File: src/rtl/uart_loader_pkg.sv
// rtl/uart_loader_pkg.sv - shared constants for the UART instruction loader
// Contents: loader FSM state encoding, image sync byte, UART bit-period helper.
package uart_loader_pkg;

    localparam logic [7:0] SYNC_BYTE = 8'hA5;

    localparam logic [2:0] ST_IDLE   = 3'd0;
    localparam logic [2:0] ST_LEN_LO = 3'd1;
    localparam logic [2:0] ST_LEN_HI = 3'd2;
    localparam logic [2:0] ST_DATA   = 3'd3;
    localparam logic [2:0] ST_CSUM   = 3'd4;
    localparam logic [2:0] ST_DONE   = 3'd5;
    localparam logic [2:0] ST_ERR    = 3'd6;

    function automatic int clks_per_bit(input int clk_freq_hz, input int baud);
        return clk_freq_hz / baud;
    endfunction

endpackage

File: src/rtl/uart_rx.sv
// rtl/uart_rx.sv - 8N1 UART receiver with synchroniser and mid-bit sampling
// Ports:
//   clk_i, rstn_i  clock, async active-low reset
//   rx_i           asynchronous serial input, idle high
//   byte_vld       1-cycle pulse, byte_data holds the received byte
//   byte_data      last received byte
//   frame_err      1-cycle pulse when a started frame has a low stop bit
module uart_rx #(
    parameter int CLKS_PER_BIT = 434
) (
    input  logic       clk_i,
    input  logic       rstn_i,
    input  logic       rx_i,
    output logic       byte_vld,
    output logic [7:0] byte_data,
    output logic       frame_err
);
    localparam int CW = $clog2(CLKS_PER_BIT);
    localparam logic [CW-1:0] BIT_END  = CW'(CLKS_PER_BIT - 1);
    localparam logic [CW-1:0] HALF_END = CW'(CLKS_PER_BIT / 2 - 1);

    localparam logic [1:0] RX_IDLE  = 2'd0;
    localparam logic [1:0] RX_START = 2'd1;
    localparam logic [1:0] RX_DATA  = 2'd2;
    localparam logic [1:0] RX_STOP  = 2'd3;

    logic          rx_meta, rx_sync, rx_prev;
    logic [1:0]    rstate;
    logic [CW-1:0] cnt;
    logic [2:0]    bit_idx;
    logic [7:0]    shift;

    always_ff @(posedge clk_i or negedge rstn_i) begin
        if (!rstn_i) begin
            // Synchroniser resets to the idle level so reset release is not seen as a start edge.
            rx_meta   <= 1'b1;
            rx_sync   <= 1'b1;
            rx_prev   <= 1'b1;
            rstate    <= RX_IDLE;
            cnt       <= '0;
            bit_idx   <= '0;
            shift     <= '0;
            byte_vld  <= 1'b0;
            byte_data <= '0;
            frame_err <= 1'b0;
        end else begin
            rx_meta   <= rx_i;
            rx_sync   <= rx_meta;
            rx_prev   <= rx_sync;
            byte_vld  <= 1'b0;
            frame_err <= 1'b0;
            case (rstate)
                RX_IDLE: begin
                    if (rx_prev && !rx_sync) begin
                        rstate <= RX_START;
                        cnt    <= '0;
                    end
                end
                RX_START: begin
                    if (cnt == HALF_END) begin
                        // Mid start bit: a high line means the edge was a glitch.
                        cnt     <= '0;
                        bit_idx <= '0;
                        rstate  <= rx_sync ? RX_IDLE : RX_DATA;
                    end else begin
                        cnt <= cnt + 1'b1;
                    end
                end
                RX_DATA: begin
                    if (cnt == BIT_END) begin
                        cnt     <= '0;
                        shift   <= {rx_sync, shift[7:1]};
                        bit_idx <= bit_idx + 1'b1;
                        if (bit_idx == 3'd7) rstate <= RX_STOP;
                    end else begin
                        cnt <= cnt + 1'b1;
                    end
                end
                default: begin
                    if (cnt == BIT_END) begin
                        cnt    <= '0;
                        rstate <= RX_IDLE;
                        if (rx_sync) begin
                            byte_vld  <= 1'b1;
                            byte_data <= shift;
                        end else begin
                            frame_err <= 1'b1;
                        end
                    end else begin
                        cnt <= cnt + 1'b1;
                    end
                end
            endcase
        end
    end

endmodule

File: src/rtl/uart_insn_loader.sv
// rtl/uart_insn_loader.sv - UART boot loader writing a program image into insn memory
// Frame: A5, LEN_LO, LEN_HI (word count N), 4*N little-endian data bytes.
// Optional macro UART_LOADER_CHECKSUM_EN: a trailing XOR-of-data checksum byte is required.
// Ports:
//   clk_i, rstn_i     clock, async active-low reset
//   uart_rx_i         UART serial input (8N1, idle high)
//   ebreak_i          core halted; re-arms the loader from DONE
//   insn_mem_wen_o    1-cycle write pulse per packed word
//   insn_mem_waddr_o  word-aligned byte address
//   insn_o            packed instruction word {b3,b2,b1,b0}
//   cpu_rstn_o        core reset, released only while DONE
//   load_done_o       image loaded, core running
//   load_err_o        load aborted (framing/length/checksum)
module uart_insn_loader
    import uart_loader_pkg::*;
#(
    parameter int CLK_FREQ_HZ = 50_000_000,
    parameter int BAUD        = 115_200,
    parameter int ADDR_WIDTH  = 12,
    parameter int MAX_WORDS   = 1024
) (
    input  logic                  clk_i,
    input  logic                  rstn_i,
    input  logic                  uart_rx_i,
    input  logic                  ebreak_i,
    output logic                  insn_mem_wen_o,
    output logic [ADDR_WIDTH-1:0] insn_mem_waddr_o,
    output logic [31:0]           insn_o,
    output logic                  cpu_rstn_o,
    output logic                  load_done_o,
    output logic                  load_err_o
);
    localparam int CLKS_PER_BIT = clks_per_bit(CLK_FREQ_HZ, BAUD);

`ifdef UART_LOADER_CHECKSUM_EN
    localparam logic [2:0] ST_AFTER_LAST = ST_CSUM;
`else
    localparam logic [2:0] ST_AFTER_LAST = ST_DONE;
`endif

    logic       byte_vld;
    logic [7:0] byte_data;
    logic       frame_err;

    uart_rx #(.CLKS_PER_BIT(CLKS_PER_BIT)) u_rx (
        .clk_i     (clk_i),
        .rstn_i    (rstn_i),
        .rx_i      (uart_rx_i),
        .byte_vld  (byte_vld),
        .byte_data (byte_data),
        .frame_err (frame_err)
    );

    logic [2:0]  state, state_next;
    logic [7:0]  len_lo;
    logic [15:0] len, len_full;
    logic [15:0] word_idx;
    logic [1:0]  byte_cnt;
    logic [23:0] pack;
`ifdef UART_LOADER_CHECKSUM_EN
    logic [7:0]  csum;
`endif

    assign len_full = {byte_data, len_lo};

    always_comb begin
        state_next = state;
        case (state)
            ST_IDLE, ST_ERR: begin
                if (frame_err) state_next = ST_ERR;
                else if (byte_vld && byte_data == SYNC_BYTE) state_next = ST_LEN_LO;
            end
            ST_LEN_LO: begin
                if (frame_err) state_next = ST_ERR;
                else if (byte_vld) state_next = ST_LEN_HI;
            end
            ST_LEN_HI: begin
                if (frame_err) state_next = ST_ERR;
                else if (byte_vld) begin
                    if (len_full == 16'd0) state_next = ST_AFTER_LAST;
                    else if (len_full > 16'(MAX_WORDS)) state_next = ST_ERR;
                    else state_next = ST_DATA;
                end
            end
            ST_DATA: begin
                if (frame_err) state_next = ST_ERR;
                else if (byte_vld && byte_cnt == 2'd3 && word_idx == len - 16'd1)
                    state_next = ST_AFTER_LAST;
            end
`ifdef UART_LOADER_CHECKSUM_EN
            ST_CSUM: begin
                if (frame_err) state_next = ST_ERR;
                else if (byte_vld) state_next = (byte_data == csum) ? ST_DONE : ST_ERR;
            end
`endif
            ST_DONE: begin
                if (ebreak_i) state_next = ST_IDLE;
            end
            default: state_next = ST_IDLE;
        endcase
    end

    always_ff @(posedge clk_i or negedge rstn_i) begin
        if (!rstn_i) begin
            state            <= ST_IDLE;
            len_lo           <= '0;
            len              <= '0;
            word_idx         <= '0;
            byte_cnt         <= '0;
            pack             <= '0;
`ifdef UART_LOADER_CHECKSUM_EN
            csum             <= '0;
`endif
            insn_mem_wen_o   <= 1'b0;
            insn_mem_waddr_o <= '0;
            insn_o           <= '0;
            cpu_rstn_o       <= 1'b0;
            load_done_o      <= 1'b0;
            load_err_o       <= 1'b0;
        end else begin
            state          <= state_next;
            insn_mem_wen_o <= 1'b0;
            // Release is delayed one cycle after entering DONE; leaving DONE drops it at once.
            cpu_rstn_o     <= (state == ST_DONE) && (state_next == ST_DONE);
            load_done_o    <= (state == ST_DONE) && (state_next == ST_DONE);
            load_err_o     <= (state_next == ST_ERR);

            // Every accepted sync byte starts a fresh image at word 0.
            if (state != ST_LEN_LO && state_next == ST_LEN_LO) begin
                word_idx <= '0;
                byte_cnt <= '0;
`ifdef UART_LOADER_CHECKSUM_EN
                csum     <= '0;
`endif
            end
            if (state == ST_DONE && ebreak_i) word_idx <= '0;

            if (byte_vld) begin
                case (state)
                    ST_LEN_LO: len_lo <= byte_data;
                    ST_LEN_HI: len    <= len_full;
                    ST_DATA: begin
                        byte_cnt <= byte_cnt + 1'b1;
`ifdef UART_LOADER_CHECKSUM_EN
                        csum     <= csum ^ byte_data;
`endif
                        case (byte_cnt)
                            2'd0: pack[7:0]   <= byte_data;
                            2'd1: pack[15:8]  <= byte_data;
                            2'd2: pack[23:16] <= byte_data;
                            default: begin
                                insn_mem_wen_o   <= 1'b1;
                                insn_mem_waddr_o <= {word_idx[ADDR_WIDTH-3:0], 2'b00};
                                insn_o           <= {byte_data, pack};
                                word_idx         <= word_idx + 16'd1;
                            end
                        endcase
                    end
                    default: ;
                endcase
            end
        end
    end

endmodule

File: config.mk
export PLATFORM = sky130hd
export DESIGN_NAME = uart_insn_loader
export DESIGN_NICKNAME = d
export VERILOG_FILES = /design/src/rtl/uart_loader_pkg.sv /design/src/rtl/uart_rx.sv /design/src/rtl/uart_insn_loader.sv
export SDC_FILE = /design/constraint.sdc
export NUM_CORES = 1
export LEC_CHECK = 0
export ABC_CLOCK_PERIOD_IN_PS = 2800
export CAP_MARGIN = 10
export CORE_MARGIN = 5
export CORE_UTILIZATION = 35
export CTS_CLUSTER_DIAMETER = 150
export DETAILED_ROUTE_END_ITERATION = 10
export MAX_ROUTING_LAYER = met4
export SYNTH_ARGS = -nofsm -noshare
export SYNTH_HDL_FRONTEND = slang
export SYNTH_SLANG_ARGS = --single-unit
File: constraint.sdc
create_clock -name clk_i -period 2.8 [get_ports clk_i]
set_clock_uncertainty 0.15 [all_clocks]
set_input_delay 0.56 -clock clk_i [delete_from_list [all_inputs] [get_ports clk_i]]
set_output_delay 0.56 -clock clk_i [all_outputs]
set_load 0.1 [all_outputs]
Word-level counts from Yosys, hierarchy flattened
Cells that the tools add are included.
Word-level totals
  input bits: 4
  output and inout port bits: 48
  register bits: 149
Operators by class
  add/sub/neg operators: 5
  magnitude comparators: 1
  reductions and logical operators: 27
  bitwise logic cells: 2
  mux-type cells: 43
  equality and inequality tests: 23
Operators with widths (count)
  16-bit 2-to-1 mux: 5
  3-bit 2-to-1 mux: 13
  9-bit 2-to-1 mux: 3
  2-bit 2-to-1 mux: 9
  9-bit one-hot mux with 2 select lines: 1
  3-bit AND reduction: 6
  16-bit by 1-bit adder with 16-bit output (second input constant): 1
  16-bit == test: 1
  16-bit by 11-bit > comparator with 1-bit output (second input constant): 1
  16-bit logical NOT: 1
  16-bit by 1-bit subtractor with 16-bit output (second input constant): 1
  3-bit == test (second input constant): 5
  3-bit one-hot mux with 5 select lines: 1
  9-bit by 1-bit adder with 9-bit output (second input constant): 1
  9-bit by 8-bit == test with 1-bit output (second input constant): 1
  9-bit == test (second input constant): 1
  1-bit 2-to-1 mux: 9
  8-bit == test (second input constant): 1
  2-bit by 1-bit inequality test with 1-bit output (second input constant): 4
  1-bit logical AND: 7
  2-bit == test (second input constant): 3
  3-bit by 1-bit == test with 1-bit output (second input constant): 2
  3-bit by 2-bit == test with 1-bit output (second input constant): 2
  2-bit one-hot mux with 3 select lines: 1
  other kinds (15): 21

Logic depth before layout (Yosys ltp)
Gate-level depths: netlist (run 1).
  word-level depth: 13
  gate-level depth with buffers: 11

By module
Synthesis (run 1) repeated with hierarchy kept, for this count alone.
Unflattened totals
  cell total of the unflattened synthesis: 713
  area total of the unflattened synthesis: 7163.1 um^2
Modules (own cells, without submodules)
  uart_insn_loader: instances 1, cells an instance 573, area each 5529.1 um^2
  uart_rx: instances 1, cells an instance 140, area each 1634.1 um^2

Worst setup path after synthesis (run 1)
Ideal clock, no wire load.
  path type: reg-to-reg
  from: register u_rx.byte_data[6]
  to: register word_idx[0]
  required time: 2509 ps
  period minus slack after synthesis: 2721 ps
  setup slack: 79 ps
  stages on the path, launching flop included: 10
  arrival time: 2430 ps
  library setup time: 141 ps
  path through: dfrtp_1 -> buf_6 -> nor4b_4 -> nand3_1 -> mux2_2 -> a211o_1 -> or4_4 -> o21ai_4 -> buf_6 -> mux2i_2
Between the ends
  word-level cells in the longest chain between the ends: 13
  elaborated cells on any way between the ends: 18
  classes of those cells: order compare (1); eq/ne (2); mux (12); reduce/logical (3)
RTL lines
  start, declared: line uart_rx.sv:15  | output logic [7:0] byte_data,
  start signal, assigned: line uart_rx.sv:85  | byte_data <= shift;
  16-bit by 11-bit > comparator with 1-bit output: line uart_insn_loader.sv:81  | else if (len_full > 16'(MAX_WORDS)) state_next = ST_ERR;
  3-bit 2-to-1 mux: line uart_insn_loader.sv:81
  3-bit 2-to-1 mux: line uart_insn_loader.sv:80  | if (len_full == 16'd0) state_next = ST_AFTER_LAST;
  3-bit 2-to-1 mux: line uart_insn_loader.sv:79  | else if (byte_vld) begin
  3-bit 2-to-1 mux: line uart_insn_loader.sv:78  | if (frame_err) state_next = ST_ERR;
  3-bit one-hot mux with 5 select lines *: line uart_insn_loader.sv:68  | case (state)
  3-bit by 1-bit == test with 1-bit output *: line uart_insn_loader.sv:129  | if (state != ST_LEN_LO && state_next == ST_LEN_LO) begin
  1-bit logical AND *: line uart_insn_loader.sv:129
  16-bit 2-to-1 mux *: line uart_insn_loader.sv:129
  16-bit 2-to-1 mux *: line uart_insn_loader.sv:136  | if (state == ST_DONE && ebreak_i) word_idx <= '0;
  16-bit 2-to-1 mux: line uart_insn_loader.sv:147  | case (byte_cnt)
  16-bit 2-to-1 mux: line uart_insn_loader.sv:139  | case (state)
  16-bit 2-to-1 mux *: line uart_insn_loader.sv:138  | if (byte_vld) begin
  end signal, assigned: line uart_insn_loader.sv:155  | word_idx <= word_idx + 16'd1;
  end, declared: line uart_insn_loader.sv:57  | logic [15:0] word_idx;
Mark *: on every way between the ends. The rest lies on a longest branch, timed or not.
A chain may end at the register's enable or synchronous reset.

Worst setup path after layout (run 1)
  from: register u_rx.byte_data[6]
  to: register word_idx[9]
Same word-level chain as after synthesis.

==> impl_metrics.csv, run 1 <==
group,metric,value,unit
cells_and_area,postLayoutCellArea,0.00870,mm^2
floorplan,die_w,152,um
power,p_leak,0.00437,uW
cells_and_area,layoutNonFillerInstCount,1065,
floorplan,core,0.0200,mm^2
outcome,status,"finished, final reports clean",
clock_network,cts_tree,"yes",
global_routing,grt_max_degree,67,
clock_network,insertion_delay,0.42,ns
floorplan,num_rows,52,
synthesis,yosysTopAreaCell,"dfrtp_1",
synthesis,synth_top_family_by_area,"simple AND/OR/NAND/NOR gates",
route,ant_nets,0,
synthesis,synth-simple-area-share,19.1,%
placed_design,placed_area,0.00800,mm^2
synthesis,synth_edf_count,0,
synthesis,async_flop_share,100,%
critical_path,critPathLaunchType,"register",
global_routing,grt.overflow.total,0,
cells_and_area,fillCellCount,1958,
global_routing,grt_usage,14.6,%
route,wl_per_cell,15.0,um
cells_and_area,layout.nets,801,
route,drt_wl_total,16000,um
sta,setup_viol,0,
power,p_seq_share,43.7,%
global_routing,grt_pass1_wl,27000,um
critical_path,cp.arrival,2.89,ns
route,drc,0,
power,intPower,4070,uW
sta,rsz0062_at_grt,"yes",
cells_and_area,diodes,0,
power,ir_worst_vdd,0.445,mV
placed_design,gp_congestion,0.870,
critical_path,rr_worst_depth,9,
synthesis,synth-main-ff-cell,"dfrtp_1",
floorplan,die-area,0.0231,mm^2
power,powerDensity,652,mW/mm^2
power,p_sw_share,28.3,%
synthesis,synth_fa_ha_area_share,2.65,%
critical_path,slowest_stage,"or4_4",
cells_and_area,drive_gt1_share,27.2,%
clock_network,cts.path.max_buffers,2,
placed_design,dp_hpwl,11300,um
placed_design,pre_cts_ws,0.00504,ns
synthesis,synth-compound-area-share,8.74,%
synthesis,syn_avg_cell_area,10.2,um^2
synthesis,synth.distinct_cells,69,
clock_network,path_clk_slew,0.07,ns
synthesis,yosysWarnings,0,
sta,min_period_over_period,97.9,%
power,total_power,5670,uW
route,dr.pass1.iters,4,
sta,hold_viol,0,
power,clockPowerShare,41.8,%
synthesis,synth_xor_area_share,3.22,%
global_routing,grt_pass1_vias,5130,
synthesis,yosys-mux-area-fraction,8.78,%
critical_path,criticalPathCategory,"reg2reg",
placed_design,dp_cells,1030,
synthesis,synth_area,0.00707,mm^2
min_path,min_path_type,"reg2reg",
synthesis,synthTopCellsByArea,"dfrtp_1 (52%), nand2_1 (9.0%), mux2_2 (8.4%), ha_1 (2.7%), xnor2_1 (2.5%)",
route,drt-initial-drc-count,258,
sta,fmax,365,MHz
synthesis,ys_ff_latch,149,
floorplan,die_h,152,um
synthesis,synth.top_cell.area_share,51.7,%
sta,drv_slew,0,
global_routing,antenna_found_initial,0,
floorplan,ios,52,
critical_path,worst_ep_required_time,2.95,ns
cells_and_area,area_delta_synth_final,23.0,%
synthesis,ys_seq_area_share,52.8,%
critical_path,cp_cell_sequence,"buf_4 -> nor4_1 -> nand2_1 -> o31ai_4 -> nand3_1 -> or4_4 -> o21ai_4 -> buf_6 -> o211ai_2",
power,comb_power_share,14.5,%
floorplan,start_util,35.3,%
sta,tightestPinTransition,0.720,ns
route,dr_total_vias,5095,
sta,fin_crit,2.74,ns
cells_and_area,multi_input_area,0.00307,mm^2
power,p_switching,1600,uW
clock_network,htree_levels,4,
clock_network,cts_sinks,149,
route,via_per_inst,4.78,
min_path,holdPathStages,0,
synthesis,synthCells,694,
clock_network,root_buffer,"clkbuf_16",
cells_and_area,ff_latch_area,0.00373,mm^2
placed_design,io_buffer_count,49,
sta,relSlewSlack,51.6,%
sta,setup_ws,0.0588,ns
job,cap_violations,0,
critical_path,endpoint_kind,"register",
critical_path,path_max_fanout,9,
critical_path,max_stage_delay,0.56,ns
clock_network,cts_made_buffers,17,
[worst max-delay path, delay by kind of cell, from the launching register on]
kind                   cells  cell delay [ns]
buffers and inverters      2             0.36
flip-flops                 1             0.40
AO/OA/AOI/OAI              3             0.53
AND/OR/NAND/NOR            4             1.18
[cell usage after synthesis (3+ instances only)]
cell and n:
o21ai_2 6, dfrtp_1 146, o21ai_1 5, clkbuf_1 24, and3_1 6, o211ai_1 5, nand4b_1 3, a31oi_1 10
nor3_1 8, nand4_1 8, inv_1 31, xnor2_1 20, mux2_2 53, o31ai_1 4, buf_4 3, nand2_1 170
xor2_1 6, nor2b_1 6, a21oi_1 15, nor4_1 7, o21ai_0 29, ha_1 15, nor2_1 27, dfstp_2 3
nand3_1 24, buf_6 5
[what timing repair did]
| item | CTS | global route |
|---|---|---|
| hold buffers | 1 | 0 |
| setup buffers | 0 | 2 |
| hold endpoints to repair | 5 | 0 |
| resized for setup | 1 | 10 |
| endpoints found under the setup margin | 2 | 18 |
| pin swaps | 0 | 7 |
[per-layer routing]
metal | vias to the layer above | share of wire, % | global-route usage, %
met5 | - | 0 | -
met4 | 0 | 1.8 | 5.69
met3 | 19 | 2.6 | 2.67
met2 | 70 | 45 | 21.6
met1 | 2470 | 50 | 20.1
li1 | 2536 | - | -
[stage by stage]
step                utilization (%)  hold WS, ns  setup TNS [ns]
floorplan                         -        0.114               0
global placement               39.9        0.197               0
detailed placement             39.9        0.200               0
CTS                            43.0        0.211               0
global route                   43.4        0.208          -0.203
finish                         43.4        0.211               0
[cell usage in the layout, fill, tap and decap left out, types with 17 or more instances in the layout]
master,count
buf_4,96
clkbuf_16,17
dfrtp_1,146
inv_1,31
mux2_2,52
nand2_1,170
nand3_1,23
nor2_1,27
o21ai_0,29
xnor2_1,20
[registers in the layout, summed over array words and instances, names as in the netlist, 9 cells and up]
name / count
insn_o: 32
pack: 24
len: 16
word_idx: 16
insn_mem_waddr_o: 10
u_rx.cnt: 9
[power groups by stage]
stage                     sequential (uW)  clock (uW)  combinational, uW
after floorplan                      2460           0                597
after global placement               2510           0                811
after detailed placement             2510           0                822
after CTS                            2480        2420                828
after global routing                 2500        2520                944
final                                2480        2370                822
[layout make-up]
class | instances | area share [%]
clock buffer | 19 | 5.09
clock inverter | 13 | 1.93
inverter | 32 | 1.38
multi-input combinational | 478 | 35.3
sequential | 149 | 42.9
tap | 270 | 3.88
timing repair buffer | 104 | 9.48
[path summary, 6_finish.rpt]
| kind | endpoint | slack, ns | start |
|---|---|---|---|
| worst min-delay path | u_rx.rx_sync | 0.21 | u_rx.rx_meta |
| worst min register to register | u_rx.rx_sync | 0.21 | u_rx.rx_meta |
| worst max register to register | word_idx[9] | 0.06 | u_rx.byte_data[6] |
| max in group asynchronous | u_rx.rx_sync | 1.26 | rstn_i |
| worst max-delay path | word_idx[9] | 0.06 | u_rx.byte_data[6] |
| min in group asynchronous | insn_mem_wen_o | 0.56 | rstn_i |
[logic make-up after synthesis]
family / count (synthesis)
muxes: 55
DFF: 149
adders and majority gates: 15
AOI/OAI and AO/OA: 94
and+or+nand+nor: 286
other: 1
buffers and inverters: 68
xor gates and xnor gates: 26
No activity file was read; power rests on OpenSTA's default activity.
==> inputs of run 2 (changes only) <==
Settings changed: ABC_CLOCK_PERIOD_IN_PS 2800 to 2900.
Clock period 2.8 ns to 2.9 ns, I/O delays scaled along.
==> run 2 against run 1 <==
The flow now finishes with violations (hold timing). Register-to-register slack improved by 0.06 ns. Sequential power decreased by 3%. Clock power decreased by 8%. Worst setup slack improved by 0.061 ns. Largest cell class unchanged. Highest routed layer unchanged.
==> impl_metrics.csv, run 2 (synthesized netlist as in run 1, its figures left out) <==
group,metric,value,unit
route,met2_length,7180,um
floorplan,die_h,152,um
floorplan,num_rows,52,
clock_network,cts_made_buffers,17,
job,cap_violations,0,
power,ir_worst_vdd,0.453,mV
outcome,violations,"hold timing",
global_routing,grt_pass1_wl,27200,um
cells_and_area,area_delta_synth_final,19.7,%
clock_network,cts.path.max_buffers,2,
critical_path,startpoint,"len_lo[1]",
critical_path,r2r_slack,0.12,ns
global_routing,grt.overflow.total,0,
clock_network,cts_sinks,149,
cells_and_area,max_flop_register,"insn_o",
route,drc,0,
cells_and_area,drive_gt1_share,24.5,%
floorplan,start_util,35.3,%
placed_design,dp_hpwl,11200,um
placed_design,gp_congestion,0.859,
floorplan,die_w,152,um
sta,fin_tns_setup,0,ns
cells_and_area,utilization,42.2,%
route,wl_met3,626,um
sta,fmax,360,MHz
critical_path,critical_path.top_delay_family,"simple AND/OR/NAND/NOR gates",
critical_path,path_max_fanout,16,
critical_path,cp_cell_sequence,"nor4_1 -> nand3_1 -> mux2_2 -> a211o_1 -> or4_4 -> o21ai_4 -> buf_12 -> mux2i_2",
critical_path,endpoint_kind,"register",
critical_path,criticalPathCategory,"reg2reg",
outcome,status,"complete, but fails checks",
route,drt-initial-drc-count,195,
clock_network,insertion_delay,0.42,ns
critical_path,slowest_stage,"or4_4",
route,wl_met1,7710,um
cells_and_area,final_common_cell,"nand2_1",
power,powerDensity,632,mW/mm^2
route,via_per_inst,4.88,
cells_and_area,fillCellCount,1982,
placed_design,io_buffer_count,49,
route,drt_wl_total,15800,um
power,p_leak,0.00424,uW
critical_path,rr_worst_depth,8,
critical_path,cp.arrival,2.91,ns
route,ant_nets,0,
route,dr.pass1.iters,4,
critical_path,critPathLaunchType,"register",
clock_network,cts_tree,"yes",
power,total_power,5340,uW
cells_and_area,final_cell_mix,"nand2_1 (170), dfrtp_1 (146), buf_4 (79), mux2_2 (53), inv_1 (31)",
route,dr_total_vias,5103,
critical_path,critPathBufInv,1,
cells_and_area,layout.nets,781,
cells_and_area,largest_reg_flops,32,
sta,min_period_over_period,95.9,%
clock_network,htree_levels,4,
floorplan,ios,52,
floorplan,core,0.0200,mm^2
sta,fin_crit,2.78,ns
sta,tightestPinTransition,0.756,ns
route,wl_per_cell,15.1,um
sta,hold_viol,1,
sta,rsz0062_at_grt,"no",
critical_path,r2r_end,"word_idx[0]",
clock_network,path_clk_slew,0.06,ns
global_routing,grt_pass1_vias,5135,
global_routing,grt_max_degree,71,
route,highest_layer,"met4",
critical_path,r2r-start,"len_lo[1]",
sta,holdWs,-0.00329,ns
min_path,min_path_type,"in2async",
floorplan,die-area,0.0231,mm^2
clock_network,root_buffer,"clkbuf_16",
cells_and_area,reg_top3,"insn_o x32, pack x24",
sta,relSlewSlack,49.1,%
clock_network,post_cts_buffers,0,
cells_and_area,diodes,0,
sta,drv_slew,0,
critical_path,max_stage_delay,0.52,ns
sta,setup_viol,0,
global_routing,antenna_found_initial,0,
global_routing,grt_usage,14.7,%
critical_path,worst_ep_required_time,3.03,ns
## run 2: how the worst max path moves through the flow
stage | end | depth (start not counted)
after floorplan | word_idx[0] | 9
after global placement | word_idx[0] | 8
after detailed placement | state[1] | 8
after CTS | state[1] | 8
after global routing | word_idx[0] | 9
final | word_idx[0] | 8
## run 2: what timing repair did
item,CTS,global route
endpoints found under the setup margin,0,2
gates resized for setup,0,2
hold buffers,0,0
## run 2: power by group
| part | leakage [uW] | total (uW) | internal [uW] | switching (uW) |
|---|---|---|---|---|
| logic | 0.00189 | 757 | 310 | 447 |
| registers | 0.00206 | 2410 | 2210 | 195 |
| clock network | 0.000285 | 2180 | 1340 | 843 |
## run 2: through the flow
step | cell area, um^2 | worst slack [ns] | std cells
global placement | 7870 | 0.173 | 1013
CTS | 8450 | 0.0605 | 1045
finish | 8460 | 0.119 | 1045
floorplan | 7070 | 0.179 | 695
global route | 8460 | 0.000463 | 1045
detailed placement | 7870 | 0.0874 | 1013
## run 2: area by class of cell
class | instances | area [um^2] | share of cell area [%]
tap | 270 | 338 | 3.99
sequential | 149 | 3730 | 44.1
timing repair buffer | 84 | 664 | 7.85
clock buffer | 24 | 482 | 5.69
clock inverter | 8 | 100 | 1.18
multi-input combinational | 478 | 3020 | 35.7
inverter | 32 | 120 | 1.42
## run 2: metal layers
metal	vias up	global-route usage (%)
met1	2499	20.4
met2	88	21.6
met4	0	4.71
li1	2491	-
met3	25	2.90
met5	-	-
==> inputs of run 3 (changes only) <==
Settings changed: CELL_PAD_IN_SITES_DETAIL_PLACEMENT from default to 1, CELL_PAD_IN_SITES_GLOBAL_PLACEMENT from default to 1, PLACE_DENSITY_LB_ADDON from default to 0.1, SLEW_MARGIN from default to 20.
==> run 3 against run 2 <==
The run now ends clean. First-iteration DRC count decreased by 18%. Total power increased by 2.1%. Global-route usage increased by 2.1 points. Hold slack improved by 0.21 ns. Worst setup slack improved by 0.0024 ns. Final area increased by 0.64%. Via count increased by 1.9%. Utilization increased by 0.27 points. Die area unchanged. Maximum frequency about the same.
==> impl_metrics.csv, run 3 (synthesized netlist as in run 1, its figures left out) <==
group,metric,value,unit
power,clockPowerShare,41.6,%
floorplan,num_rows,52,
cells_and_area,drive_gt1_share,25.2,%
sta,relSlewSlack,52.7,%
sta,fin_crit,2.78,ns
cells_and_area,final_common_cell,"nand2_1",
global_routing,grt_pass1_wl,30700,um
cells_and_area,diodes,0,
critical_path,path_max_fanout,16,
power,comb_power_share,13.9,%
cells_and_area,utilization,42.5,%
power,intPower,3750,uW
route,ant_nets,0,
cells_and_area,layoutNonFillerInstCount,1044,
critical_path,slowest_stage,"or4_4",
critical_path,cp.arrival,2.91,ns
power,total_power,5460,uW
clock_network,cts_sinks,149,
sta,holdWs,0.206,ns
min_path,min_path_type,"reg2reg",
route,dr_total_vias,5201,
cells_and_area,final_cell_mix,"nand2_1 (170), dfrtp_1 (146), buf_4 (77), mux2_2 (53), inv_1 (31)",
global_routing,grt_usage,16.8,%
route,dr.pass1.iters,4,
placed_design,dp_cells,1011,
cells_and_area,reg_top3,"insn_o x32, pack x24",
global_routing,antenna_found_initial,0,
sta,drv_slew,0,
floorplan,die_w,152,um
clock_network,cts_tree,"yes",
placed_design,io_buffer_count,49,
critical_path,endpoint_kind,"register",
global_routing,grt_max_degree,65,
clock_network,path_clk_slew,0.07,ns
critical_path,critPathLaunchType,"register",
sta,min_period_over_period,95.8,%
sta,setup_viol,0,
floorplan,die_h,152,um
sta,hold_viol,0,
critical_path,crit_top_cell,"nand3_1",
clock_network,root_buffer,"clkbuf_16",
floorplan,die-area,0.0231,mm^2
cells_and_area,area_delta_synth_final,20.4,%
route,via_per_inst,4.98,
cells_and_area,largest_reg_flops,32,
critical_path,worst_ep_required_time,3.03,ns
placed_design,gp_congestion,0.826,
route,drt-initial-drc-count,160,
sta,fmax,360,MHz
critical_path,max_stage_delay,0.57,ns
route,drt_wl_total,18000,um
power,p_switching,1710,uW
floorplan,ios,52,
power,p_sw_share,31.3,%
power,p_leak,0.00425,uW
clock_network,cts_made_buffers,17,
route,drc,0,
global_routing,grt_pass1_vias,5645,
critical_path,cp_cell_sequence,"nor4_2 -> nand3_1 -> buf_4 -> o31ai_1 -> nand3_1 -> or4_4 -> o21ai_4 -> buf_12 -> o22ai_2",
job,cap_violations,0,
power,powerDensity,641,mW/mm^2
route,wl_per_cell,17.2,um
sta,tightestPinTransition,0.702,ns
floorplan,core,0.0200,mm^2
cells_and_area,max_flop_register,"insn_o",
cells_and_area,layout.nets,780,
power,p_seq_share,44.5,%
clock_network,htree_levels,4,
clock_network,insertion_delay,0.43,ns
sta,fin_tns_setup,0,ns
floorplan,start_util,35.3,%
outcome,status,"finished, final reports clean",
clock_network,cts.path.max_buffers,2,
placed_design,dp_hpwl,12700,um
power,ir_worst_vdd,0.408,mV
global_routing,grt.overflow.total,0,
critical_path,criticalPathCategory,"reg2reg",
sta,rsz0062_at_grt,"no",
run 3: stage by stage:
| stage | instance area [um^2] | setup WS [ns] |
|---|---|---|
| finish | 8510 | 0.122 |
| detailed placement | 7850 | -0.110 |
| global placement | 7850 | 0.0564 |
| floorplan | 7070 | 0.179 |
| global route | 8510 | 0.00209 |
| CTS | 8490 | 0.0183 |
run 3: power by group through the flow:
| stage | sequential [uW] | combinational (uW) | clock, uW |
|---|---|---|---|
| 2_1_floorplan | 2380 | 577 | 0 |
| 3_3_place_gp | 2460 | 724 | 0 |
| 3_5_place_dp | 2470 | 761 | 0 |
| 4_1_cts | 2430 | 772 | 2330 |
| 5_1_grt | 2460 | 865 | 2430 |
| 6_report | 2430 | 757 | 2270 |
run 3: layer usage:
layer / track usage [%] / share of wire, % / up-vias
met5: - / 0 / -
met1: 21.6 / 47 / 2633
met3: 3.19 / 2.2 / 21
met2: 27.2 / 49 / 50
met4: 4.71 / 1.3 / 0
li1: - / - / 2497
run 3: worst max-delay path, delay by kind of cell (launching register included):
family	cells	cell delay, ns
and+or+nand+nor	4	1.21
AOI/OAI and AO/OA	3	0.50
DFF	1	0.42
buffers and inverters	2	0.35
run 3: what timing repair did:
item | CTS | global route
endpoints found under the setup margin | 3 | 12
endpoints found under the hold margin | 9 | 0
buffers inserted | 0 | 0
gates resized for setup | 2 | 4
pin swaps | 0 | 1
hold buffers | 1 | 0
run 3: worst paths after layout:
| kind | from | endpoint | slack, ns | cells after the start |
|---|---|---|---|---|
| worst max-delay path | len_lo[1] | word_idx[3] | 0.12 | 9 |
| worst min register to register | u_rx.rx_meta | u_rx.rx_sync | 0.21 | 0 |
| min in group asynchronous | rstn_i | insn_o[7] | 0.54 | 2 |
| worst max register to register | len_lo[1] | word_idx[3] | 0.12 | 9 |
| max in group asynchronous | rstn_i | u_rx.rx_sync | 1.23 | 3 |
| worst min-delay path | u_rx.rx_meta | u_rx.rx_sync | 0.21 | 0 |
run 3: final cells by class:
cell class / count / area, um^2
Fill cell: 2291 / 11500
Sequential cell: 149 / 3730
Multi-Input combinational cell: 478 / 3050
Timing Repair Buffer: 83 / 659
Clock buffer: 17 / 425
Tap cell: 270 / 338
Clock inverter: 15 / 184
Inverter: 32 / 120
